File: src/rtl/gpi_debounce.sv
// Two-flop synchroniser plus per-bit integrating debounce for general-purpose inputs.
// Optional rise/fall event pulses are built when GPI_DEBOUNCE_EDGE_EN is defined.
module gpi_debounce #(
  parameter int unsigned      Width          = 8,
  parameter int unsigned      DebounceCycles = 50000,
  parameter logic [Width-1:0] ResetValue     = '0
) (
  input  logic             clk_sys_i,
  input  logic             rst_sys_ni,
  input  logic [Width-1:0] raw_i,
  output logic [Width-1:0] gp_o,
  output logic [Width-1:0] rise_o,
  output logic [Width-1:0] fall_o
);

  localparam int unsigned           CntWidth = $clog2(DebounceCycles + 1);
  localparam logic [CntWidth-1:0]   CntLast  = CntWidth'(DebounceCycles - 1);

  logic [Width-1:0]    s1_q, s2_q;
  logic [Width-1:0]    gp_q, gp_d;
  logic [CntWidth-1:0] cnt_q [Width];
  logic [CntWidth-1:0] cnt_d [Width];

  // NOTE: sequential state uses non-blocking assignments so every flop samples pre-edge values.
  always_ff @(posedge clk_sys_i or negedge rst_sys_ni) begin
    if (!rst_sys_ni) begin
      s1_q <= ResetValue;
      s2_q <= ResetValue;
    end else begin
      s1_q <= raw_i;
      s2_q <= s1_q;
    end
  end

  // A differing level must be seen DebounceCycles times in a row; any agreement restarts the count.
  always_comb begin
    // NOTE: defaults first so no path leaves a combinational output unassigned (no latches).
    gp_d = gp_q;
    for (int i = 0; i < int'(Width); i++) begin
      cnt_d[i] = '0;
      if (s2_q[i] != gp_q[i]) begin
        if (cnt_q[i] == CntLast) begin
          gp_d[i] = s2_q[i];
        end else begin
          cnt_d[i] = cnt_q[i] + CntWidth'(1);
        end
      end
    end
  end

  // NOTE: the counters are a handful of flops, not a RAM, so resetting every entry is intended.
  always_ff @(posedge clk_sys_i or negedge rst_sys_ni) begin
    if (!rst_sys_ni) begin
      gp_q <= ResetValue;
      for (int i = 0; i < int'(Width); i++) begin
        cnt_q[i] <= '0;
      end
    end else begin
      gp_q <= gp_d;
      for (int i = 0; i < int'(Width); i++) begin
        cnt_q[i] <= cnt_d[i];
      end
    end
  end

  assign gp_o = gp_q;

`ifdef GPI_DEBOUNCE_EDGE_EN
  logic [Width-1:0] rise_q, fall_q;

  // Pulses are registered from the next-state compare so they line up with the gp_o change.
  always_ff @(posedge clk_sys_i or negedge rst_sys_ni) begin
    if (!rst_sys_ni) begin
      rise_q <= '0;
      fall_q <= '0;
    end else begin
      rise_q <= gp_d & ~gp_q;
      fall_q <= ~gp_d & gp_q;
    end
  end

  assign rise_o = rise_q;
  assign fall_o = fall_q;
`else
  assign rise_o = '0;
  assign fall_o = '0;
`endif

endmodule

File: config.mk
export PLATFORM = sky130hd
export DESIGN_NAME = gpi_debounce
export DESIGN_NICKNAME = d
export VERILOG_FILES = /design/src/rtl/gpi_debounce.sv
export SDC_FILE = /design/constraint.sdc
export NUM_CORES = 1
export LEC_CHECK = 0
export ABC_AREA = 1
export CORE_MARGIN = 1
export CORE_UTILIZATION = 41
export DETAILED_ROUTE_END_ITERATION = 12
export GPL_TIMING_DRIVEN = 1
export SETUP_SLACK_MARGIN = 0.05
export SYNTH_ARGS = -nofsm -noshare
export SYNTH_HDL_FRONTEND = slang
export SYNTH_SLANG_ARGS = --single-unit
export TNS_END_PERCENT = 20
File: constraint.sdc
create_clock -name clk_sys_i -period 1.87 [get_ports clk_sys_i]
set_input_delay 0.561 -clock clk_sys_i [delete_from_list [all_inputs] [get_ports clk_sys_i]]
set_output_delay 0.561 -clock clk_sys_i [all_outputs]
set_load 0.01 [all_outputs]
Yosys cells after proc, flatten, opt, wreduce, memory -nomap -nowiden
Cells that the tools add are included.
- output and inout bits: 24
- logic and storage cells: 66
- register bits: 152
- input bits: 10
- reductions and logical operators: 8
- multiplexer cells: 16
- add/subtract/negate cells: 8
- equal/unequal tests: 16
- operators with widths (kind ; count):
    $mux W16 ; 16
    $add A16 B1 Y16 const B ; 8
    $eq A16 B16 Y1 const B ; 8
    $reduce_and A2 Y1 ; 8
    $ne A1 B1 Y1 ; 8

Depth between registers and ports, before layout
- depth after elaboration: 3
- gate-level depth with buffers: 8
- mapped depth without buffers: 8

Worst setup path after synthesis
Ideal clock, no wire load.
- path type: reg-to-reg
- from: register cnt_q[48] in the netlist's numbering
- to: register cnt_q[56] in the netlist's numbering
- library setup time: 119 ps
- setup slack: 571 ps
- path buffers: 0
- stages on the path, launching flop included: 7
- data required time: 1751 ps
- arrival: 1181 ps
- clock period less this slack: 1299 ps
- cell sequence: dfrtp_1 -> ha_1 -> nand3_4 -> nor3_4 -> nand2_4 -> nand2_4 -> nor2_2
- RTL lines (element ; RTL line ; source):
    start: declaration ; 21 ; logic [CntWidth-1:0] cnt_q [Width];
    start signal: indexed assignment ; 61 ; cnt_q[i] <= cnt_d[i];

Final worst setup path
- from: register gp_q[4], in the netlist gp_o[4]
- to: output port gp_o[4]
- RTL lines (element ; RTL line ; source):
    start: declaration ; 20 ; logic [Width-1:0] gp_q, gp_d;
    start signal: assignment ; 54 ; gp_q <= ResetValue;
    start signal: assignment ; 59 ; gp_q <= gp_d;
    end: declaration ; 11 ; output logic [Width-1:0] gp_o,
No word-level cell between the ends.

==> results.txt <==
----------------------------------------------------
[Setup path]
  Worst setup path class ... reg -> out
  Delay of the slowest cell on the worst path ... 0.45 ns
  Endpoint class of the critical path ... output port
  Worst path bufs/invs ... 1
  Crit-path slowest cell ... dfrtp_2
  Family of cells with the greatest summed delay on the critical path ... flip-flops
  Required time worst endpoint ... 1.31 ns
  Biggest fanout along the worst timing path ... 3
  Cell breakdown of the critical path ... dlygate4sd2_1
  Crit path arrival time ... 1.15 ns
  Element type at the critical path start ... register

[Synthesis]
  Post-synth design cell area ... 8140 um2
  Unique masters post-synth ... 33
  Fraction of synthesized cell area taken by the top area cell type ... 0.467
  Post-synthesis async set-or-reset flop share ... 1.00
  Library cell with the largest summed area after synthesis ... dfrtp_1
  Count of state elements after synthesis ... 152
  Leading post-synthesis cells by cell area ... dfrtp_1 (47%), nor2_1 (12%), nand2_1 (8.8%), nand3_1 (4.8%), inv_1 (4.7%)
  Share of synthesized area occupied by flip-flops and latches ... 0.467
  Post-synthesis area per instance ... 7.98 um2
  Dominant register cell in the synthesized netlist ... dfrtp_1
  Number of flops mapped to enable cells by yosys ... 0
  Cells after Synth ... 1020
  Warnings, synthesis ... 0

[Floorplanning]
  Number of ports placed on the die boundary ... 34
  Starting Density ... 0.418
  Number of rows created at floorplan ... 51
  Area of the core region ... approximately 19000 um2
  Floorplan die height ... 143 um
  Die Footprint ... 20400 um2
  Width of the die ... 143 um

[Routing]
  Routed length per placed instance ... 11.4 um
  Via density ... 4.63
  Routed wire length ... roughly 15000 um
  # DRC ... 0
  Drt first pass iters ... 5
  Vias post-DR ... 6182
  Number of DRC markers after the initial detailed-route iteration ... 245
  Antenna viol nets, final ... 0

[Placement]
  Worst slack, placed ... 0.298 ns
  Half-perimeter wire length of the detailed placement result ... 11000 um
  Total of buffers placed on input and output ports ... 17
  DP Area ... 8630 um2
  Routability-driven placement congestion ratio ... 0.832

[Worst hold path]
  Class of the tightest hold or removal check ... in -> async

[Power]
  Static power due to leakage ... around 4.3 nW
  Max rail drop VDD ... 0.000619 V
  Power Dens Cells ... 734 nW/um2
  Post-layout total power ... 6.70 mW

[Layout]
  Number of diodes added for antenna fixing ... 0
  Finished layout cell area ... 9130 um2
  Most common cell after layout, fill and taps aside ... nor2_1
  Layout overhead on the synthesized area ... 12.2%
  Layout cell share with drive strength beyond 1 ... 0.106
  Fill cell instance count of the final layout ... 1923
  Final net count ... 1076
  Commonest cells after routing, fill and taps aside ... nor2_1 (257), nand2_1 (191), dfrtp_1 (151)

[Timing]
  Min Tclk post-route ... 1.71 ns
  Hold violation count in the final report ... 0
  Fin Setup TNS ... 0 ns
  Max-slew violation count ... 0
  Final setup violation count ... 0
  Post-route clock period utilization ... 0.917
  Worst-case clock skew ... 0.00868 ns
  Highest Clock Rate ... just under 600 MHz
  RSZ-0062 raised after global routing ... false
  Final worst slack ... ~0.16 ns

[Run status]
  Run status ... complete, no violations

[Run]
  Number of violations of the max-capacitance limit ... 0

[Global route]
  Total Routing Usage GR ... 0.167
  Number of global-route vias before repair ... 5961
  Initial antenna violation count ... 0
  Wire length of the first global-routing pass ... 27300 um
  Grt ovf ... 0
  Pin count of the biggest net entering global routing ... slightly below 60

[CTS]
  Clock Path Buffers ... 2
  Worst-Skew Late Latency ... 0.42 ns
  TritonCTS clock tree ... done
  Library cell used as clock root buffer ... clkbuf_16
  Number of buffers added by the clock tree synthesis step ... 17
  Post-CTS setup buffer count ... 0
  Register clock-pin slew on the reported worst setup and hold paths ... 0.06 ns
  Clock sink count ... 152
  Post-cts gate resize count ... 9
  Hold-fix buffers at CTS ... 0
  CTS H-tree depth ... 4

----------------------------------------------------
## cells by family (layout without fill, tap and decap cells)
logic type	after synthesis	in the layout	synth area share
and+or+nand+nor	619	619	0.342
DFF	152	152	0.467
buffers and inverters	124	158	0.0646
xor gates and xnor gates	64	64	0.0758
AOI/OAI and AO/OA	52	52	0.0377
adders and majority gates	8	8	0.0123
other	1	16	0.000461
## Yosys cell counts, types with 2 or more instances
| library cell | count |
|---|---|
| o21ai_1 | 3 |
| nor3_1 | 3 |
| xnor2_1 | 18 |
| inv_1 | 102 |
| nor3b_2 | 3 |
| nor2_2 | 22 |
| nand3_2 | 10 |
| a21oi_1 | 21 |
| nor2_1 | 257 |
| xor2_2 | 5 |
| a21o_1 | 2 |
| nand2_1 | 191 |
| nand2_4 | 3 |
| a31oi_1 | 10 |
| nand3_1 | 78 |
| dfrtp_1 | 152 |
| o21bai_1 | 9 |
| nand2_2 | 18 |
| o21ai_0 | 6 |
| inv_2 | 6 |
| nand4_1 | 20 |
| buf_4 | 16 |
| ha_1 | 8 |
| xor2_1 | 40 |
| nor3_2 | 9 |
## stage by stage
step | std cells | hold WS [ns] | util
after floorplan | 1035 | 0.265 | -
after global placement | 1304 | 0.332 | 0.443
after detailed placement | 1304 | 0.336 | 0.443
after CTS | 1334 | 0.0102 | 0.469
after global routing | 1334 | 0.0144 | 0.469
final | 1334 | 0.0128 | 0.469
## flip-flops by register name (all words and copies together) (netlist names)
| signal | flops |
|---|---|
| cnt_q | 128 |
| gp_o | 8 |
| s1_q | 8 |
| s2_q | 8 |
## report_power, final
| group | leakage [nW] | internal [mW] | switching [mW] |
|---|---|---|---|
| clock | 0.256 | 1.74 | 1.28 |
| sequential | 2.07 | 3.35 | 0.0577 |
| combinational | 1.95 | 0.0881 | 0.184 |
| total | 4.27 | 5.18 | 1.52 |
## worst register-to-register path, stage by stage (launching register included)
cell and delay, ns:
dfrtp_1 0.39, ha_1 0.20, nand3_1 0.20, nor3_2 0.20, nand2_1 0.20, nand2_2 0.18
nor2_1 0.07
## final timing paths
kind                                 start         end  slack [ns]  depth (start not counted)
worst max-delay path               gp_o[4]     gp_o[4]        0.16                          1
worst min-delay path            rst_sys_ni     gp_o[0]        0.01                          1
worst max register to register   cnt_q[96]  cnt_q[104]        0.33                          6
worst min register to register     s1_q[6]     s2_q[6]        0.34                          0
max in group asynchronous       rst_sys_ni     gp_o[4]        1.24                          2
min in group clk_sys_i             s1_q[6]     s2_q[6]        0.34                          0
## routing by layer
layer,up-vias,track usage,wire length (um)
li1,3261,-,-
met1,2847,0.220,7690
met2,58,0.274,6980
met3,16,0.0352,330
met4,0,0.0532,187
met5,-,0,0
## cell type report
cell class | count | area, um2 | share of cell area
Multi-Input combinational cell | 759 | 3870 | 0.423
Sequential cell | 152 | 3800 | 0.417
Clock buffer | 22 | 464 | 0.0508
Inverter | 108 | 405 | 0.0444
Tap cell | 265 | 332 | 0.0363
Timing Repair Buffer | 20 | 209 | 0.0229
Clock inverter | 8 | 50.0 | 0.00548
No activity file was read; power rests on OpenSTA's default activity.
